## src/rtl/coin_pkg.sv

```systemverilog
// ============================================================================
// Module      : coin_pkg
// Description : Shared coin types, emitter states and parameter defaults.
// Revision    : 1.0
// ============================================================================
`default_nettype none

package coin_pkg;

  localparam int DEB_CYC_DEF = 4;
  localparam int QDEPTH_DEF  = 4;
  localparam int GAP_CYC_DEF = 2;

  typedef enum logic {
    COIN_5  = 1'b0,
    COIN_10 = 1'b1
  } coin_t;

  typedef enum logic [1:0] {
    ST_IDLE  = 2'd0,
    ST_DRIVE = 2'd1,
    ST_GAP   = 2'd2
  } emit_state_t;

endpackage

`default_nettype wire

```

## src/rtl/coin_debounce.sv

```systemverilog
// ============================================================================
// Module      : coin_debounce
// Description : Sensor synchronizer, level debouncer and rising-edge event.
// Revision    : 1.0
// ============================================================================
`default_nettype none

module coin_debounce #(
  parameter int DEB_CYC = 4
) (
  input  logic clk,
  input  logic rst,
  input  logic sens_i,
  output logic event_o
);

  localparam logic [7:0] C_CNT_LAST = 8'(DEB_CYC - 1);

  logic       sync1_q;
  logic       sync2_q;
  logic [7:0] cnt_q;
  logic [7:0] cnt_d;
  logic       deb_q;
  logic       deb_d;
  logic       ev_q;

  always_ff @(posedge clk) begin
    if (rst) begin
      sync1_q <= 1'b0;
      sync2_q <= 1'b0;
      cnt_q   <= '0;
      deb_q   <= 1'b0;
      ev_q    <= 1'b0;
    end else begin
      sync1_q <= sens_i;
      sync2_q <= sync1_q;
      cnt_q   <= cnt_d;
      deb_q   <= deb_d;
      ev_q    <= deb_d & ~deb_q;
    end
  end

  // The level flips on the DEB_CYC-th consecutive mismatching cycle.
  always_comb begin
    cnt_d = cnt_q;
    deb_d = deb_q;
    if (sync2_q == deb_q) begin
      cnt_d = '0;
    end else if (cnt_q == C_CNT_LAST) begin
      deb_d = sync2_q;
      cnt_d = '0;
    end else begin
      cnt_d = cnt_q + 8'd1;
    end
  end

  assign event_o = ev_q;

endmodule

`default_nettype wire

```

## src/rtl/coin_acceptor.sv

```systemverilog
// ============================================================================
// Module      : coin_acceptor
// Description : Two-channel coin acceptor with FIFO queue and pulse emitter.
// Revision    : 1.0
// ============================================================================
`default_nettype none

module coin_acceptor
  import coin_pkg::*;
#(
  parameter int DEB_CYC = DEB_CYC_DEF,
  parameter int QDEPTH  = QDEPTH_DEF,
  parameter int GAP_CYC = GAP_CYC_DEF
) (
  input  logic                      clk,
  input  logic                      rst,
  input  logic                      sens_a,
  input  logic                      sens_b,
  input  logic                      accept_en,
  output logic                      i,
  output logic                      j,
  output logic                      reject,
  output logic                      q_full,
  output logic [$clog2(QDEPTH):0]   q_count
);

  localparam int         C_AW       = $clog2(QDEPTH);
  localparam int         C_CW       = C_AW + 1;
  localparam logic [3:0] C_GAP_LAST = 4'(GAP_CYC - 1);

  logic w_ev_a;
  logic w_ev_b;

  coin_debounce #(.DEB_CYC(DEB_CYC)) u_deb_a (
    .clk     (clk),
    .rst     (rst),
    .sens_i  (sens_a),
    .event_o (w_ev_a)
  );

  coin_debounce #(.DEB_CYC(DEB_CYC)) u_deb_b (
    .clk     (clk),
    .rst     (rst),
    .sens_i  (sens_b),
    .event_o (w_ev_b)
  );

  coin_t            mem_q [QDEPTH];
  logic [C_AW-1:0]  wr_ptr_q;
  logic [C_AW-1:0]  rd_ptr_q;
  logic [C_CW-1:0]  count_q;
  logic [C_CW-1:0]  count_d;
  logic             full_q;
  logic             reject_q;
  logic             reject_d;

  emit_state_t      state_q;
  emit_state_t      state_d;
  logic [3:0]       gap_q;
  logic [3:0]       gap_d;
  logic             i_q;
  logic             i_d;
  logic             j_q;
  logic             j_d;

  logic             w_single;
  logic             w_dual;
  logic             w_full;
  logic             w_pop;
  logic             w_push;
  coin_t            w_type;
  coin_t            w_head;

  assign w_single = w_ev_a ^ w_ev_b;
  assign w_dual   = w_ev_a & w_ev_b;
  assign w_type   = w_ev_b ? COIN_10 : COIN_5;
  assign w_full   = (count_q == C_CW'(QDEPTH));
  assign w_pop    = (state_q == ST_IDLE) && accept_en && (count_q != '0);
  // A full queue can still take a coin when the head leaves in the same cycle.
  assign w_push   = w_single && (!w_full || w_pop);
  assign w_head   = mem_q[rd_ptr_q];
  assign reject_d = w_dual | (w_single & ~w_push);

  always_comb begin
    count_d = count_q;
    case ({w_push, w_pop})
      2'b10:   count_d = count_q + C_CW'(1);
      2'b01:   count_d = count_q - C_CW'(1);
      default: count_d = count_q;
    endcase
  end

  always_ff @(posedge clk) begin
    if (w_push) begin
      mem_q[wr_ptr_q] <= w_type;
    end
  end

  always_ff @(posedge clk) begin
    if (rst) begin
      wr_ptr_q <= '0;
      rd_ptr_q <= '0;
      count_q  <= '0;
      full_q   <= 1'b0;
      reject_q <= 1'b0;
    end else begin
      if (w_push) wr_ptr_q <= wr_ptr_q + C_AW'(1);
      if (w_pop)  rd_ptr_q <= rd_ptr_q + C_AW'(1);
      count_q  <= count_d;
      full_q   <= (count_d == C_CW'(QDEPTH));
      reject_q <= reject_d;
    end
  end

  always_comb begin
    state_d = state_q;
    gap_d   = gap_q;
    i_d     = 1'b0;
    j_d     = 1'b0;
    case (state_q)
      ST_IDLE: begin
        if (w_pop) begin
          state_d = ST_DRIVE;
          i_d     = (w_head == COIN_5);
          j_d     = (w_head == COIN_10);
        end
      end
      ST_DRIVE: begin
        state_d = ST_GAP;
        gap_d   = '0;
      end
      ST_GAP: begin
        if (gap_q == C_GAP_LAST) begin
          state_d = ST_IDLE;
        end else begin
          gap_d = gap_q + 4'd1;
        end
      end
      default: state_d = ST_IDLE;
    endcase
  end

  always_ff @(posedge clk) begin
    if (rst) begin
      state_q <= ST_IDLE;
      gap_q   <= '0;
      i_q     <= 1'b0;
      j_q     <= 1'b0;
    end else begin
      state_q <= state_d;
      gap_q   <= gap_d;
      i_q     <= i_d;
      j_q     <= j_d;
    end
  end

  assign i       = i_q;
  assign j       = j_q;
  assign reject  = reject_q;
  assign q_full  = full_q;
  assign q_count = count_q;

endmodule

`default_nettype wire

```

## config.mk

```make
export PLATFORM = sky130hd
export DESIGN_NAME = coin_acceptor
export DESIGN_NICKNAME = d
export VERILOG_FILES = /design/src/rtl/coin_pkg.sv /design/src/rtl/coin_debounce.sv /design/src/rtl/coin_acceptor.sv
export SDC_FILE = /design/constraint.sdc
export NUM_CORES = 1
export LEC_CHECK = 0
export ABC_AREA = 1
export BUFFER_PORTS_ARGS = -buffer_cell sky130_fd_sc_hd__buf_2
export CAP_MARGIN = 0
export CORE_MARGIN = 2
export CORE_UTILIZATION = 35
export CTS_BUF_LIST = sky130_fd_sc_hd__clkbuf_2 sky130_fd_sc_hd__clkbuf_4 sky130_fd_sc_hd__clkbuf_8
export CTS_CLUSTER_DIAMETER = 50
export DETAILED_ROUTE_END_ITERATION = 7
export PLACE_DENSITY = 0.5
export SLEW_MARGIN = 20
export SYNTH_ARGS = -nofsm -noshare
export SYNTH_HDL_FRONTEND = slang
export SYNTH_SLANG_ARGS = --single-unit
```

## constraint.sdc

```tcl
create_clock -name clk -period 2 [get_ports clk]
set_input_delay 0.1 -clock clk [delete_from_list [all_inputs] [get_ports clk]]
set_output_delay 0.1 -clock clk [all_outputs]
set_load 0.01 [all_outputs]
```

# After elaboration in Yosys (flattened, before gate mapping)
# Memory sizes are Yosys's and may differ from the RTL's. A register that Yosys moved wholly into a read port is not among the register bits.
# Cells that the tools add are included.
# word_totals
register_bits	41
ram_bits	4
input_bits	5
output_inout_bits	7
wordCells	81
memories	1
# mem_list
memory	depth	word_bits	read_ports	rd_clocked_by_memory_dff	write_ports	line	text
mem_q	4	1	1	1	1	coin_acceptor.sv:48	coin_t mem_q [QDEPTH];
# op_classes
addsub	7
n_eq_ne	14
muxes	15
bitwise_logic	12
reduce_logical	13
# op_table
operator	n
$add 8x1->8 const B	2
$eq 8x2->1 const B	2
$reduce_or 3->1	3
$mux 2	4
$pmux 4 s2	1
$mux 1	7
$eq 3x3->1 const B	2
$ne 2x2->1 const B	3
$not 1->1	6
$pmux 2 s3	1
$pmux 3 s2	1
$add 2x1->2 const B	2
$add 4x1->4 const B	1
$and 1x1->1	4
$eq 2x1->1 const B	2
$eq 2x2->1 const B	2
$eq 4x1->1 const B	1
$mux 4	1
$reduce_and 2->1	2
$add 3x1->3 const B	1
$logic_and 1x1->1	3
$reduce_bool 3->1	1
$sub 3x1->3 const B	1
$eq 1x1->1	2
other kinds (6)	6

# Logic depth before layout (Yosys ltp)
# depth
depth_word	8
mapped_depth	12
mapped_depth_nobuf	12

# Cells and area by module
# Synthesis repeated with hierarchy kept, for this count alone.
# unflattened
hier_cells	297
hier_area_um2	2237.1
# by_module_without_submodules
mod	instances	cells_per_inst	area_each_um2	seq_area_each_um2
coin_debounce	2	85	579.3	240.2
coin_acceptor	1	127	1078.5	500.5

# Worst setup path after synthesis
# OpenSTA, ideal clock, no wires.
# synth_timing
kind	reg-to-reg
startpoint	register u_deb_b.ev_q, in the netlist u_deb_b.event_o
endpoint	register full_q, in the netlist q_full
setup_time_ns	0.112
arrival_time_ns	1.698
t_required_ns	1.888
setup_slack_ns	0.190
stages_incl_launch_ff	10
n_path_buf	0
period_less_slack_ns	1.810
path_cell_list	dfxtp_1 > ha_1 > nand3b_2 > fa_1 > inv_1 > nand3_1 > nand2_1 > nand3_1 > nand3_1 > nor2_1
# synth_via
elab_chain_len	5
elab_cells_between_ends	6
classes_between	3 x eq/ne; 1 x mux; 1 x bitwise; 1 x reduce/logical
# synth_rtl
element	line	text
start, declared	coin_debounce.sv:25	logic ev_q;
start signal, assigned	coin_debounce.sv:39	ev_q <= deb_d & ~deb_q;
$xor 1x1->1 *	coin_acceptor.sv:74	assign w_single = w_ev_a ^ w_ev_b;
$logic_and 1x1->1 *	coin_acceptor.sv:80	assign w_push = w_single && (!w_full || w_pop);
$eq 2x1->1 / $eq 2x2->1 (equally long branches)	coin_acceptor.sv:86	case ({w_push, w_pop})
$pmux 3 s2 *	coin_acceptor.sv:86	
$eq 3x3->1 *	coin_acceptor.sv:110	full_q <= (count_d == C_CW'(QDEPTH));
end signal, assigned	coin_acceptor.sv:110	
end, declared	coin_acceptor.sv:53	logic full_q;
# Every way passes the cells marked *; elsewhere a longest branch is shown, timed or not.
# A chain may end at the register's enable or synchronous reset.

# Final worst setup path
# Ends and elaborated chain as after synthesis.

==> results.py <==
metrics = {
    "critical_path": {
        "critPathCaptureType": "flip-flop",
        "critPathKind": "flip-flop to flip-flop",
        "reg2reg_slack_ns": 0.17,
        "crit_top_cell": "nand2_1",
        "slowest_stage": "fa_1",
        "critPathArrivalTime_ns": 2.06,
        "path_delay_family": "simple AND/OR/NAND/NOR gates",
        "critPathMaxStageDelay_ns": 0.37,
        "startpoint_type": "flip-flop",
        "path_buf_inv": 1,
        "path_cells": "ha_1 -> nand3b_2 -> fa_1 -> inv_1 -> nand3_1 -> nand2_1 -> nand2_1 -> nand2_1 -> nand3_1 -> nor2_1",
        "cp_max_fo": 5,
        "critPathRequiredTime_ns": 2.24,
    },
    "final_layout": {
        "nFillCells": 590,
        "layoutNonFillerInstCount": 336,
        "final_common_cell": "dfxtp_1",
        "nets": 278,
        "n_antenna_cell": 0,
        "final_layout_size_suffix_gt1_frac": 0.167,
        "areaGrowthSynthToFinish_pct": 13.7,
        "final_cell_mix": "dfxtp_1 (42), nor2_1 (38), inv_1 (32)",
        "fin_util": 0.416,
    },
    "synth": {
        "syn-cell-area_um2": 2030,
        "synth_area_leaders": "dfxtp_1 (42%), nor2_1 (7.0%), edfxtp_1 (5.9%)",
        "synthCells": 244,
        "yosysWarningCount": 0,
        "synth_edf_count": 4,
        "yosys.area.top_type": "dfxtp_1",
        "yosysSeqAreaShare": 0.484,
        "ys_ff_latch": 47,
        "avgSynthCellArea_um2": 8.31,
        "ys.flop_type": "dfxtp_1",
        "yosysTopAreaCellShare": 0.424,
        "synthArstFlopShare": 0,
        "ys_types": 32,
        "syn_nets": 259,
    },
    "global_route": {
        "grt_max_degree": 17,
        "antenna_found_initial": 0,
        "track_usage": 0.112,
        "grt-ovfl-total": 0,
        "grt_pass1_wl_um": 5640,
        "first_global_vias": 1307,
    },
    "power": {
        "vdd.ir_drop.worst_mv": 0.456,
        "power.leakage_nw": 1.01,
        "power_density_nw_per_um2": 980,
    },
    "die": {
        "io_pins": 12,
        "chipWidth_um": 80.1,
        "dieArea_um2": 6420,
        "start_util": 0.366,
        "placeableCoreArea_um2": 5540,
        "rows": 27,
        "die_y_um": 80.1,
    },
    "clock_tree": {
        "clock_sinks": 47,
        "cts_max_level": 2,
        "clk_latency_ns": 0.30,
        "cts_tree": "done",
        "cts.clk_slew.worst_paths_ns": 0.09,
        "cts_root_buf": "clkbuf_8",
        "cts-buffers-inserted": 5,
        "clockBufferDepth": 2,
    },
    "route": {
        "drtAntennaViolNets": 0,
        "via_count": 1472,
        "dr.pass1.iters": 4,
        "route.detailed.drc": 0,
        "dr.first_iter.drc_count": 43,
        "wl_per_cell_um": 9.77,
        "wirelength_um": 3280,
        "via_per_inst": 4.38,
    },
    "timing": {
        "rsz0062_at_grt": "false",
        "finClkSkew_ns": 0.00787,
        "report.final.slew_viol_count": 0,
        "worst_pin_slew_ns": 0.324,
        "setup_viol": 0,
        "finalCritPeriodShare": 0.914,
        "min_period_ns": 1.83,
        "setup_tns_ns": 0,
        "hold_ws_ns": 0.166,
        "finalHoldViolations": 0,
        "slew_headroom": 0.784,
        "fmax_mhz": 547,
    },
    "placement": {
        "portBuffers": 11,
        "place_hpwl_um": 2400,
        "gp_congestion": 0.867,
        "dp_cells": 326,
    },
    "status": {
        "status": "completed",
    },
    "flow_run": {
        "maxCapViolCount": 0,
    },
    "min_path": {
        "hold_class": "input pin to flip-flop",
    },
}
==> layer usage <==
layer  vias to the layer above  GRT usage  part of all wire
li1                        812          -                 -
met1                       637      0.148              0.53
met2                        18      0.169              0.43
met3                         5     0.0337             0.032
met4                         0     0.0458             0.013
met5                         -          0                 0
==> state kept, by name, indices dropped and copies added, names as in the netlist, 2 cells and up, named ones only <==
signal and count:
u_deb_a.cnt_q 8, mem_q 4, wr_ptr_q 2, u_deb_b.cnt_q 8, state_q 2, rd_ptr_q 2
gap_q 4, q_count 3
==> cell usage after synthesis (2+ instances only) <==
cell type,number
nand3_1,17
dfxtp_1,43
a21oi_1,17
o21ai_1,2
nand2_4,2
nand3_2,3
nand2_2,2
xor2_1,6
inv_1,32
xnor2_1,3
inv_2,9
o21ai_0,6
nand4_1,2
nor2_2,3
nor2_1,38
nand2_1,30
edfxtp_1,4
ha_1,9
nor3_1,3
==> where the power goes <==
part	switching, mW	total [mW]	internal, mW
clock network	0.321	0.693	0.372
registers	0.0562	1.08	1.02
logic	0.314	0.486	0.171
total	0.692	2.26	1.57
==> area by class of cell <==
class | instances | area [um^2] | area share
repair buffers | 14 | 82.6 | 0.0358
well taps | 72 | 90.1 | 0.0391
clock buffers | 5 | 68.8 | 0.0298
multi-input cells | 154 | 885 | 0.384
clock inverters | 3 | 43.8 | 0.0190
flip-flops and latches | 47 | 982 | 0.426
inverters | 41 | 154 | 0.0667
==> final timing paths <==
check                             start                         end  cells past startpoint
max          u_deb_b.event_o$_SDFF_PP0_           q_full$_SDFF_PP0_                     10
min                                 rst  u_deb_a.sync1_q$_SDFF_PP0_                      2
min reg2reg  u_deb_b.sync1_q$_SDFF_PP0_  u_deb_b.sync2_q$_SDFF_PP0_                      2
max reg2reg  u_deb_b.event_o$_SDFF_PP0_           q_full$_SDFF_PP0_                     10
==> metrics by stage <==
stage / worst slack, ns / power [mW] / instance area (um^2)
5_1_grt: 0.0489 / 2.40 / 2310
4_1_cts: 0.151 / 2.30 / 2300
3_3_place_gp: 0.203 / 1.59 / 2170
6_report: 0.172 / 2.26 / 2310
2_1_floorplan: 0.190 / 1.47 / 2030
3_5_place_dp: 0.181 / 1.59 / 2170
==> timing repair <==
item | 4_1_cts | 5_1_grt
setup buffers | 0 | 0
hold endpoints to repair | 2 | 0
resized for setup | 0 | 1
setup endpoints to repair | 0 | 1
hold buffers | 2 | 0
==> kinds of logic (layout without fill, tap and decap cells) <==
| family | count (synthesis) | in the layout | synth area share |
|---|---|---|---|
| fa+ha+maj | 10 | 10 | 0.0654 |
| buf+inv | 43 | 63 | 0.0802 |
| compound gates | 28 | 28 | 0.0765 |
| xor+xnor | 9 | 9 | 0.0389 |
| flops | 47 | 47 | 0.484 |
| simple gates | 107 | 107 | 0.255 |
No activity file was read; power rests on OpenSTA's default activity.
